## src/rtl/lc3b_pkg.sv

```systemverilog
// Shared encodings for the operand shifter: shift modes, operand sources and
// the shifter control states.
package lc3b_pkg;

    typedef enum logic [1:0] {
        SH_PASS  = 2'd0,
        SH_LSHF  = 2'd1,
        SH_RSHFL = 2'd2,
        SH_RSHFA = 2'd3
    } shmode_t;

    typedef enum logic [1:0] {
        OP_RB   = 2'd0,
        OP_IMM0 = 2'd1,
        OP_IMM1 = 2'd2,
        OP_IMM2 = 2'd3
    } opsel_t;

    typedef enum logic [1:0] {
        S_IDLE  = 2'd0,
        S_SHIFT = 2'd1,
        S_DONE  = 2'd2
    } state_t;

endpackage

```

## src/rtl/operand_select.sv

```systemverilog
// Combinational operand mux: register operand or one of three sign-extended
// immediate fields taken from the low bits of the instruction word.
module operand_select
    import lc3b_pkg::*;
#(
    parameter int WIDTH  = 16,
    parameter int IMM0_W = 4,
    parameter int IMM1_W = 5,
    parameter int IMM2_W = 6
) (
    input  logic [1:0]       opsel,
    input  logic [WIDTH-1:0] rb,
    input  logic [WIDTH-1:0] ir,
    output logic [WIDTH-1:0] operand
);

    logic [WIDTH-1:0] imm0, imm1, imm2;
    logic             unused_ir;

    assign imm0 = {{(WIDTH-IMM0_W){ir[IMM0_W-1]}}, ir[IMM0_W-1:0]};
    assign imm1 = {{(WIDTH-IMM1_W){ir[IMM1_W-1]}}, ir[IMM1_W-1:0]};
    assign imm2 = {{(WIDTH-IMM2_W){ir[IMM2_W-1]}}, ir[IMM2_W-1:0]};

    // Upper instruction bits are opcode/register fields not consumed here.
    assign unused_ir = ^ir;

    always_comb begin
        operand = rb;
        case (opsel_t'(opsel))
            OP_IMM0: operand = imm0;
            OP_IMM1: operand = imm1;
            OP_IMM2: operand = imm2;
            default: operand = rb;
        endcase
    end

endmodule

```

## src/rtl/operand_shifter.sv

```systemverilog
// Serial operand shifter: captures a selected operand and shifts it one bit
// per cycle in a single working register that also serves as the result.
module operand_shifter
    import lc3b_pkg::*;
#(
    parameter int WIDTH  = 16,
    parameter int AMT_W  = 4,
    parameter int IMM0_W = 4,
    parameter int IMM1_W = 5,
    parameter int IMM2_W = 6
) (
    input  logic             clk,
    input  logic             reset,
    input  logic             start,
    input  logic [1:0]       opsel,
    input  logic [WIDTH-1:0] rb,
    input  logic [WIDTH-1:0] ir,
    input  logic [1:0]       shmode,
    input  logic [AMT_W-1:0] amount,
    output logic             busy,
    output logic             done,
    output logic [WIDTH-1:0] result
);

    state_t           state, state_n;
    shmode_t          mode, mode_n;
    logic [AMT_W-1:0] cnt, cnt_n;
    logic [WIDTH-1:0] sreg, sreg_n;
    logic [WIDTH-1:0] operand;
    logic [WIDTH-1:0] step;

    operand_select #(
        .WIDTH  (WIDTH),
        .IMM0_W (IMM0_W),
        .IMM1_W (IMM1_W),
        .IMM2_W (IMM2_W)
    ) u_sel (
        .opsel   (opsel),
        .rb      (rb),
        .ir      (ir),
        .operand (operand)
    );

    // One-bit step of the working register in the captured mode.
    always_comb begin
        step = sreg;
        case (mode)
            SH_LSHF:  step = {sreg[WIDTH-2:0], 1'b0};
            SH_RSHFL: step = {1'b0, sreg[WIDTH-1:1]};
            SH_RSHFA: step = {sreg[WIDTH-1], sreg[WIDTH-1:1]};
            default:  step = sreg;
        endcase
    end

    always_comb begin
        state_n = state;
        mode_n  = mode;
        cnt_n   = cnt;
        sreg_n  = sreg;
        case (state)
            S_IDLE, S_DONE: begin
                if (start) begin
                    sreg_n = operand;
                    mode_n = shmode_t'(shmode);
                    if (shmode_t'(shmode) == SH_PASS || amount == '0) begin
                        cnt_n   = '0;
                        state_n = S_DONE;
                    end else begin
                        cnt_n   = amount;
                        state_n = S_SHIFT;
                    end
                end else if (state == S_DONE) begin
                    state_n = S_IDLE;
                end
            end
            S_SHIFT: begin
                sreg_n = step;
                cnt_n  = cnt - 1'b1;
                if (cnt == AMT_W'(1))
                    state_n = S_DONE;
            end
            default: state_n = S_IDLE;
        endcase
    end

    always_ff @(posedge clk or posedge reset) begin
        if (reset) begin
            state <= S_IDLE;
            mode  <= SH_PASS;
            cnt   <= '0;
            sreg  <= '0;
        end else begin
            state <= state_n;
            mode  <= mode_n;
            cnt   <= cnt_n;
            sreg  <= sreg_n;
        end
    end

    assign busy   = (state == S_SHIFT);
    assign done   = (state == S_DONE);
    assign result = sreg;

endmodule
```

## config.mk

```make
export PLATFORM = sky130hd
export DESIGN_NAME = operand_shifter
export DESIGN_NICKNAME = d
export VERILOG_FILES = /design/src/rtl/lc3b_pkg.sv /design/src/rtl/operand_select.sv /design/src/rtl/operand_shifter.sv
export SDC_FILE = /design/constraint.sdc
export NUM_CORES = 1
export LEC_CHECK = 0
export CORE_UTILIZATION = 40
export CTS_CLUSTER_DIAMETER = 100
export DETAILED_ROUTE_END_ITERATION = 8
export PLACE_DENSITY = 0.79
export SLEW_MARGIN = 0
export SYNTH_ARGS = -nofsm -noshare
export SYNTH_HDL_FRONTEND = slang
export SYNTH_SLANG_ARGS = --single-unit
```

## constraint.sdc

```tcl
create_clock -name clk -period 1.35 [get_ports clk]
set_input_delay 0.405 -clock clk [delete_from_list [all_inputs] [get_ports clk]]
set_output_delay 0.405 -clock clk [all_outputs]
set_load 0.01 [all_outputs]
```

==> flow_summary.json <==
{
  "dieArea_sq_um": 4700,
  "rows": 23,
  "cts_tree": "done",
  "synth_top_area_cell": "dfrtp_1",
  "antenna_left": 0,
  "p_int_w": 0.00454,
  "synthCells": 186,
  "pwr-share-comb_pct": 76.6,
  "rsz0062_at_grt": "true",
  "ys_types": 40,
  "drt-met1-wl_mm": 3.14,
  "cts.sinks": 24,
  "cts.hold.buffers_added": 0,
  "ys_ff_latch": 24,
  "cts.htree.levels": 1,
  "clock-root-buffer": "clkbuf_8",
  "irDropWorstVdd_mv": 1.36,
  "grt_pass1_wl_mm": 11.9,
  "cts_buffers": 3,
  "wl_met3_um": 659,
  "grt_max_degree": 25,
  "worstReg2RegEnd": "result[12]",
  "grt_usage_pct": 35.5,
  "gp_congestion": 0.826,
  "syn-num-nets": 231,
  "drtIter0Drc": 226,
  "p_sw_w": 0.00366,
  "die_width_um": 68.6,
  "avgSynthCellArea_sq_um": 9.53,
  "swShare_pct": 44.6,
  "fin_nets": 348,
  "worst_pin_slew_ps": 457,
  "rrSetupSlack_ps": -210,
  "antenna_found_initial": 0,
  "power_density_nw_per_um2": 2360,
  "layout_setup_ws_ps": -214,
  "period_share_pct": 116,
  "period_minus_slack_ps": 1560,
  "final_hold_viol_count": 0,
  "violations": "setup timing",
  "ys_warn_count": 0,
  "leakage_nw": 1.43,
  "crit_end": "result[12]",
  "die_h_um": 68.6,
  "highest_layer": "met4",
  "synth_ff_type": "dfrtp_1",
  "p_seq_share_pct": 16.8,
  "fill_cells": 193,
  "synth_edf_count": 0,
  "dr_wl_met2_mm": 3.97,
  "vias_per_cell": 6.53,
  "drive_above_1_share_pct": 49.7,
  "vias": 2299,
  "coreArea_sq_um": 4120,
  "cp-start-kind": "register",
  "initial_utilization_pct": 43.1,
  "worstPathArrival_ps": 1720,
  "drv_slew": 0,
  "worstSetupPathType": "register to register",
  "clkLatencyLatePin_ps": 280,
  "clk_pin_slew_worst_paths_ps": 100,
  "postSynth.asyncResetShare_pct": 100,
  "ioPinCount": 61,
  "area_growth_pct": 95.6,
  "syn_area_sq_um": 1770,
  "tns_ps": -3230,
  "drc": 0,
  "routed_wl_mm": 8.41,
  "r2r_cells": 6,
  "grt_pass1_vias": 2208,
  "fin_skew_ps": 2.52,
  "worstPathRequired_ps": 1510,
  "hp-class": "primary input to asynchronous set/reset pin",
  "fmax_ghz": 0.639,
  "antenna_cells": 0,
  "grt_overflow": 0,
  "r2r_start": "state[1]",
  "end_kind": "register",
  "final_util_pct": 84.3,
  "crit_start": "state[1]",
  "routedWlPerCell_um": 23.9,
  "place_hpwl_mm": 4.13,
  "numPortBuffers": 50,
  "synth_top_cell_area_share_pct": 33.9,
  "synth_area_leaders": "dfrtp_1 (34%), a2111oi_2 (7.6%), a211oi_1 (6.8%)",
  "cts_buffer_depth": 2,
  "outcome": "finished, violations left",
  "pwr-share-clk_pct": 6.6,
  "setup_viol": 25,
  "worstPathMaxFanout": 11,
  "relSlewSlack_pct": 69.4,
  "max_cap_viol_count": 0,
  "dr.pass1.iters": 5,
  "seq_area_frac_synth_pct": 33.9
}
-- flip-flops by register name, summed over array words and instances (netlist names) --
register  count
cnt           4
result       16
state         2
mode          2
-- cell usage after synthesis, types with 2 or more instances --
library cell / count
a2111oi_0: 2
a2111oi_2: 9
a211oi_1: 16
a22o_1: 2
buf_1: 2
buf_2: 5
buf_6: 2
clkbuf_1: 10
dfrtp_1: 24
ha_1: 2
inv_1: 5
mux2i_1: 2
nand2_1: 9
nand2b_1: 2
nor2_1: 7
nor2b_1: 15
nor3_1: 2
nor3b_1: 12
o211ai_1: 16
o21a_1: 4
o21ai_0: 4
o31a_1: 2
o31ai_1: 14
xnor2_1: 2
-- metrics by stage --
stage	instances	power (W)	area (sq um)	setup WS, ps	hold WS (ps)
3_5_place_dp	326	0.00560	2890	-667	562
5_1_grt	352	0.00851	3470	-235	470
3_3_place_gp	326	0.00547	2890	-639	542
6_report	352	0.00819	3470	-214	440
4_1_cts	348	0.00747	3390	-203	457
2_1_floorplan	186	0.00365	1900	-123	420
-- logic make-up after synthesis --
group                    share of synthesized area, %
AO/OA/AOI/OAI                                    36.8
buffers and inverters                            7.20
adder cells (fa/ha/maj)                          1.41
multiplexers                                     2.61
XOR/XNOR                                        0.988
flip-flops                                       33.9
AND/OR/NAND/NOR                                  17.1
-- layout make-up --
class                      instances  area, sq um  area share, %
multi-input combinational        135         1420           40.9
timing repair buffer             133         1310           37.7
sequential                        24          601           17.3
tap                               50         62.6           1.80
clock buffer                       4         55.1           1.59
inverter                           6         25.0          0.722
-- how the worst min path moves through the flow --
| stage | endpoint | slack [ps] | cells past startpoint |
|---|---|---|---|
| final | cnt[1] | 440 | 3 |
| after global routing | cnt[0] | 470 | 3 |
| after CTS | cnt[0] | 460 | 3 |
| after detailed placement | cnt[3] | 560 | 2 |
| after global placement | cnt[3] | 540 | 2 |
| after floorplan | cnt[0] | 420 | 1 |
-- layer usage --
metal / track usage [%] / vias to the layer above
met5: 0 / -
met4: 18.8 / 0
met3: 6.58 / 62
met2: 57.1 / 178
met1: 44.9 / 1101
li1: - / 958
-- power by group through the flow --
stage	sequential, W	combinational, W	clock, W
6_report	0.00138	0.00628	0.000538
5_1_grt	0.00140	0.00655	0.000564
4_1_cts	0.00133	0.00563	0.000517
3_5_place_dp	0.00135	0.00425	0
3_3_place_gp	0.00133	0.00414	0
2_1_floorplan	0.00148	0.00217	0
-- layout by cell type, fill, tap and decap left out, drive strengths merged, types with 2 or more instances in the layout --
cell type / Yosys / final
mux2: 2 / 2
nand2b: 2 / 2
dfrtp: 24 / 24
mux2i: 2 / 2
o21ai: 4 / 4
a211oi: 16 / 16
nor3b: 12 / 12
buf: 10 / 87
xnor2: 2 / 2
a2111oi: 12 / 12
nand2: 9 / 9
o31a: 2 / 2
a22o: 2 / 2
ha: 2 / 2
clkdlybuf4s50: 0 / 24
inv: 6 / 6
nor2: 7 / 7
o211ai: 16 / 16
o31ai: 14 / 14
clkdlybuf4s15: 0 / 12
dlymetal6s2s: 0 / 2
o21a: 4 / 4
nor3: 2 / 2
clkbuf: 11 / 11
nor2b: 15 / 15
-- critical path, stage by stage (launching register included) --
cell      delay (ps)
dfrtp_1          410
nand2b_4         170
buf_6            120
buf_12           130
buf_4            170
a211oi_1         330
o31ai_2          110
-- timing repair --
item	4_1_cts	5_1_grt
setup buffers	18	4
pin swaps	30	12
gates resized for setup	114	32
setup endpoints to repair	37	39
endpoints found under the hold margin	0	0
cloned	2	0
Power figures use the tool's default switching activity.
